## config.mk

```make
export PLATFORM = sky130hd
export DESIGN_NAME = cdb_arbiter
export DESIGN_NICKNAME = d
export VERILOG_FILES = /design/src/rtl/cdb_arbiter.sv
export SDC_FILE = /design/constraint.sdc
export NUM_CORES = 1
export LEC_CHECK = 0
export BUFFER_PORTS_ARGS = -buffer_cell sky130_fd_sc_hd__buf_2
export CAP_MARGIN = 20
export CORE_ASPECT_RATIO = 1.25
export CORE_MARGIN = 2
export CORE_UTILIZATION = 50
export DETAILED_ROUTE_END_ITERATION = 10
export PLACE_DENSITY = 0.73
export SLEW_MARGIN = 10
export SYNTH_ARGS = -nofsm -noshare
export SYNTH_HDL_FRONTEND = slang
export SYNTH_SLANG_ARGS = --single-unit
```

## constraint.sdc

```tcl
create_clock -name clk_in -period 4.5 [get_ports clk_in]
set_clock_uncertainty 0.15 [all_clocks]
set_input_delay 0 -clock clk_in [delete_from_list [all_inputs] [get_ports clk_in]]
set_output_delay 0 -clock clk_in [all_outputs]
set_load 0.05 [all_outputs]
```

## src/rtl/cdb_arbiter.sv

```systemverilog
// Common data bus arbiter: queues results from the RS/ALU and the load/store buffer
// and broadcasts at most one per cycle to the ROB and wakeup logic, round-robin.
module cdb_arbiter #(
  parameter int ROB_WIDTH  = 4,
  parameter int DATA_WIDTH = 32,
  parameter int FIFO_DEPTH = 4
) (
  input  logic                  clk_in,
  input  logic                  rst_in,
  input  logic                  rdy_in,
  input  logic                  flush,
  input  logic                  rs_valid,
  output logic                  rs_ready,
  input  logic [ROB_WIDTH-1:0]  rs_rob_id,
  input  logic [DATA_WIDTH-1:0] rs_data,
  input  logic                  rs_set_jump_addr,
  input  logic                  lsb_valid,
  output logic                  lsb_ready,
  input  logic [ROB_WIDTH-1:0]  lsb_rob_id,
  input  logic [DATA_WIDTH-1:0] lsb_data,
  output logic                  cdb_en,
  output logic [ROB_WIDTH-1:0]  cdb_rob_id,
  output logic [DATA_WIDTH-1:0] cdb_data,
  output logic                  cdb_set_jump_addr,
  output logic                  cdb_src
);

  localparam int PTR_W = $clog2(FIFO_DEPTH);
  localparam int CNT_W = PTR_W + 1;

  typedef enum logic {SRC_RS = 1'b0, SRC_LSB = 1'b1} src_e;

  typedef struct packed {
    logic [ROB_WIDTH-1:0]  rob_id;
    logic [DATA_WIDTH-1:0] data;
    logic                  jump;
  } entry_t;

  entry_t            rs_mem  [FIFO_DEPTH];
  entry_t            lsb_mem [FIFO_DEPTH];
  logic [PTR_W-1:0]  rs_wr_ptr, rs_rd_ptr, lsb_wr_ptr, lsb_rd_ptr;
  logic [CNT_W-1:0]  rs_count, lsb_count;
  src_e              last_grant;

  logic active;
  logic rs_push, lsb_push, rs_pop, lsb_pop;
  logic grant_rs, grant_lsb;
  entry_t rs_head, lsb_head;

  assign active    = rdy_in & ~flush;
  assign rs_ready  = active & (rs_count  < CNT_W'(FIFO_DEPTH));
  assign lsb_ready = active & (lsb_count < CNT_W'(FIFO_DEPTH));
  assign rs_push   = rs_valid  & rs_ready;
  assign lsb_push  = lsb_valid & lsb_ready;
  assign rs_head   = rs_mem[rs_rd_ptr];
  assign lsb_head  = lsb_mem[lsb_rd_ptr];

  // Grant looks only at pre-edge occupancy, so a fresh push never bypasses its queue.
  always_comb begin
    grant_rs  = 1'b0;
    grant_lsb = 1'b0;
    if (rs_count != '0 && lsb_count != '0) begin
      if (last_grant == SRC_LSB) grant_rs  = 1'b1;
      else                       grant_lsb = 1'b1;
    end else if (rs_count != '0) begin
      grant_rs = 1'b1;
    end else if (lsb_count != '0) begin
      grant_lsb = 1'b1;
    end
  end

  assign rs_pop  = active & grant_rs;
  assign lsb_pop = active & grant_lsb;

  // NOTE: queue storage has no reset; pointers and counts alone define what is valid,
  // which keeps the array in plain RAM/flop cells without a reset tree.
  always_ff @(posedge clk_in) begin
    if (rs_push)  rs_mem[rs_wr_ptr]   <= '{rob_id: rs_rob_id,  data: rs_data,  jump: rs_set_jump_addr};
    if (lsb_push) lsb_mem[lsb_wr_ptr] <= '{rob_id: lsb_rob_id, data: lsb_data, jump: 1'b0};
  end

  always_ff @(posedge clk_in or posedge rst_in) begin
    if (rst_in) begin
      rs_wr_ptr         <= '0;
      rs_rd_ptr         <= '0;
      lsb_wr_ptr        <= '0;
      lsb_rd_ptr        <= '0;
      rs_count          <= '0;
      lsb_count         <= '0;
      last_grant        <= SRC_LSB;
      cdb_en            <= 1'b0;
      cdb_rob_id        <= '0;
      cdb_data          <= '0;
      cdb_set_jump_addr <= 1'b0;
      cdb_src           <= 1'b0;
    end else if (rdy_in) begin
      if (flush) begin
        rs_wr_ptr  <= '0;
        rs_rd_ptr  <= '0;
        lsb_wr_ptr <= '0;
        lsb_rd_ptr <= '0;
        rs_count   <= '0;
        lsb_count  <= '0;
        last_grant <= SRC_LSB;
        cdb_en     <= 1'b0;
      end else begin
        if (rs_push)  rs_wr_ptr  <= rs_wr_ptr  + PTR_W'(1);
        if (rs_pop)   rs_rd_ptr  <= rs_rd_ptr  + PTR_W'(1);
        if (lsb_push) lsb_wr_ptr <= lsb_wr_ptr + PTR_W'(1);
        if (lsb_pop)  lsb_rd_ptr <= lsb_rd_ptr + PTR_W'(1);

        if (rs_push && !rs_pop)      rs_count <= rs_count + CNT_W'(1);
        else if (!rs_push && rs_pop) rs_count <= rs_count - CNT_W'(1);

        if (lsb_push && !lsb_pop)      lsb_count <= lsb_count + CNT_W'(1);
        else if (!lsb_push && lsb_pop) lsb_count <= lsb_count - CNT_W'(1);

        if (grant_rs) begin
          cdb_en            <= 1'b1;
          cdb_rob_id        <= rs_head.rob_id;
          cdb_data          <= rs_head.data;
          cdb_set_jump_addr <= rs_head.jump;
          cdb_src           <= SRC_RS;
          last_grant        <= SRC_RS;
        end else if (grant_lsb) begin
          cdb_en            <= 1'b1;
          cdb_rob_id        <= lsb_head.rob_id;
          cdb_data          <= lsb_head.data;
          cdb_set_jump_addr <= 1'b0;
          cdb_src           <= SRC_LSB;
          last_grant        <= SRC_LSB;
        end else begin
          cdb_en <= 1'b0;
        end
      end
    end
  end

endmodule

```

==> flow_summary.toml <==
[outcome]
status = "completed"

[sta]
setup_violations = 0
relSlewSlack = 0.314
finalCritPeriodShare = 0.712
rsz0062_at_grt = "no"
worstMarginPinSlew_ns = 1.03
fin_hold_ws_ns = 0.0843
final.setup.tns_ns = 0
report.final.slew_viol_count = 0
hold_violations = 0
finalCriticalPeriod_ns = 3.20
fmaxAchievable_mhz = 312

[synth]
syn_avg_cell_area_um2 = 18.8
synth_nets = 803
ys_warn_count = 0
synth.distinct_cells = 58
netlist_instances = 714
synthFlopType = "edfxtp_1"
synth_edf_count = 292
synth-async-reset-ratio = 0.156
ys_ff_latch = 346
synth-seq-area-share = 0.754
syn_area_um2 = 13400

[placement]
place_congestion = 0.852
hpwl_mm = 16.6
io_buffers = 119

[worst_setup_path]
crit_buf_inv = 1
end_kind = "flop"
path_delay_family = "simple AND/OR/NAND/NOR gates"
cp.depth = 9
cp-start-kind = "flop"
crit_fanout = 41
r2r.worst_path.cells = 9
required_ns = 4.77
timing.critical_path.cells = "or3_1, a21oi_4, buf_4, nor2_1, fa_1, or3b_1, a2111oi_0, a221oi_1, o31ai_1"
slowest_stage = "or3_1"
critical_path_arrival_ns = 3.47
critical_path_class = "flop to flop"
max_stage_delay_ns = 0.52

[clock_tree]
clkSinkCount = 346
cts_setup_buffers = 0
clock_latency_ns = 0.52
cts_tree = "yes"
clkTransAtPathRegs_ns = 0.06
h-tree-depth = 2
ctsRootBufferMaster = "clkbuf_16"
cts_inserted_buffers = 35
cts_max_path_buffers = 3

[power]
p_sw_uw = 3350
powerDensity_nw_per_um2 = 607
power_leakage_uw = 0.00563
ir_drop_mv = 0.614
clkPwrFrac = 0.276
combPwrFrac = 0.301
seqPwrFrac = 0.423
p_sw_frac = 0.342
p_int_uw = 6450

[detailed_routing]
routed-via-count = 7116
drtIter0Drc = 539
vias_per_cell = 5.52
routedWlPerCell_um = 21.0
drcViolationCount = 0
final_antenna_net_count = 0
routed_wl_mm = 27.1
drtPass1Iterations = 5

[die]
initial_core_util = 0.505
die_w_um = 151
rows = 67
core_um2 = 26600
fp.dieH_um = 187
ioPinCount = 120
die_area_um2 = 28200

[global_route]
grt_remaining_overflow = 0
grt_pass1_wl_mm = 41.5
grt_pass1_vias = 7452
track_usage = 0.197
grt_max_degree = 55
antenna_found_initial = 0

[hold_path]
hold_class = "input port to async pin"

[layout]
layout.nets = 1006
mostFrequentLayoutCells = "edfxtp_1, buf_2, nand2_1"
layout_commonest_cell = "edfxtp_1"
syn2layout_area_growth_pct = 20.4
diodes = 0
drive_gt1_frac = 0.287

[job]
max-cap-violations = 0
## Yosys cell counts, types with 6 or more instances
| cell type | instances | area share |
|---|---|---|
| edfxtp_1 | 292 | 0.65 |
| nand2_1 | 82 | 0.023 |
| mux4_2 | 73 | 0.12 |
| dfrtp_1 | 53 | 0.099 |
| nor2_1 | 43 | 0.012 |
| a31oi_1 | 36 | 0.017 |
| buf_2 | 21 | 0.0078 |
| inv_1 | 13 | 0.0036 |
| clkbuf_1 | 10 | 0.0028 |
| and2_1 | 8 | 0.0037 |
| ha_1 | 8 | 0.0075 |
| buf_6 | 6 | 0.0050 |
## power by group through the flow
| stage | clock, µW | sequential, µW | combinational [µW] |
|---|---|---|---|
| after CTS | 2770 | 4150 | 2990 |
| after global routing | 2880 | 4200 | 3170 |
| after detailed placement | 0 | 4210 | 2920 |
| final | 2710 | 4150 | 2950 |
| after global placement | 0 | 4200 | 2870 |
| after floorplan | 0 | 4610 | 1780 |
## cell families (layout without fill, tap and decap cells)
logic type / after synthesis / after routing / share of synthesized area
adders and majority gates: 10 / 10 / 0.0104
AOI/OAI and AO/OA: 70 / 70 / 0.0369
and+or+nand+nor: 157 / 157 / 0.0520
muxes: 75 / 75 / 0.124
xor gates and xnor gates: 1 / 1 / 0.000653
buffers and inverters: 55 / 285 / 0.0214
DFF: 346 / 346 / 0.754
## state kept, by name, summed over array words and instances (netlist names)
| name | count |
|---|---|
| rs_mem | 148 |
| last_grant | 1 |
| lsb_rd_ptr | 2 |
| lsb_count | 3 |
| cdb_set_jump_addr | 1 |
| cdb_data | 32 |
| cdb_en | 1 |
| lsb_mem | 144 |
| cdb_src | 1 |
| lsb_wr_ptr | 2 |
| rs_wr_ptr | 2 |
| rs_rd_ptr | 2 |
| cdb_rob_id | 4 |
| rs_count | 3 |
## metrics by stage
stage          instance area, µm²  setup slack (ns)   util  cells  total power, µW
6_report                    16200              1.30  0.608   1289             9810
3_3_place_gp                14300              1.33  0.538   1146             7070
4_1_cts                     16200              1.32  0.608   1289             9900
2_1_floorplan               13400              1.68      -    714             6390
3_5_place_dp                14300              1.34  0.538   1146             7130
5_1_grt                     16200              1.14  0.608   1289            10200
## final timing paths
kind | start | end | slack (ns)
max | lsb_count[0] | rs_count[1] | 1.30
min | rst_in | cdb_data[0] | 0.08
max reg2reg | lsb_count[0] | rs_count[1] | 1.30
min reg2reg | cdb_en | cdb_en | 0.36
max in group asynchronous | rst_in | rs_rd_ptr[0] | 3.59
min in group clk_in | rs_data[14] | rs_mem[1][15] | 0.09
## worst reg2reg max path, stage by stage (launching register included)
cell       delay [ns]
dfrtp_1          0.43
or3_1            0.52
a21oi_4          0.19
buf_4            0.37
nor2_1           0.12
fa_1             0.43
or3b_1           0.37
a2111oi_0        0.36
a221oi_1         0.09
o31ai_1          0.09
## layout make-up
| type | count | area (µm²) |
|---|---|---|
| inverters | 14 | 52.6 |
| clock inverters | 15 | 111 |
| clock buffers | 49 | 958 |
| multi-input cells | 313 | 3030 |
| repair buffers | 207 | 1450 |
| fillers | 1945 | 10400 |
| well taps | 345 | 432 |
| flip-flops and latches | 346 | 10100 |
## repair_timing
action	in CTS	in global routing
setup endpoints to repair	0	0
hold endpoints to repair	363	0
resized for setup	0	0
hold buffers	79	0
## metal layers
layer,routed length [µm],vias up,GRT usage
li1,-,3222,-
met1,10500,3592,0.254
met2,14100,248,0.333
met3,1680,54,0.0432
met4,799,0,0.0646
met5,0,-,0
(Power assumes the default switching activity.)
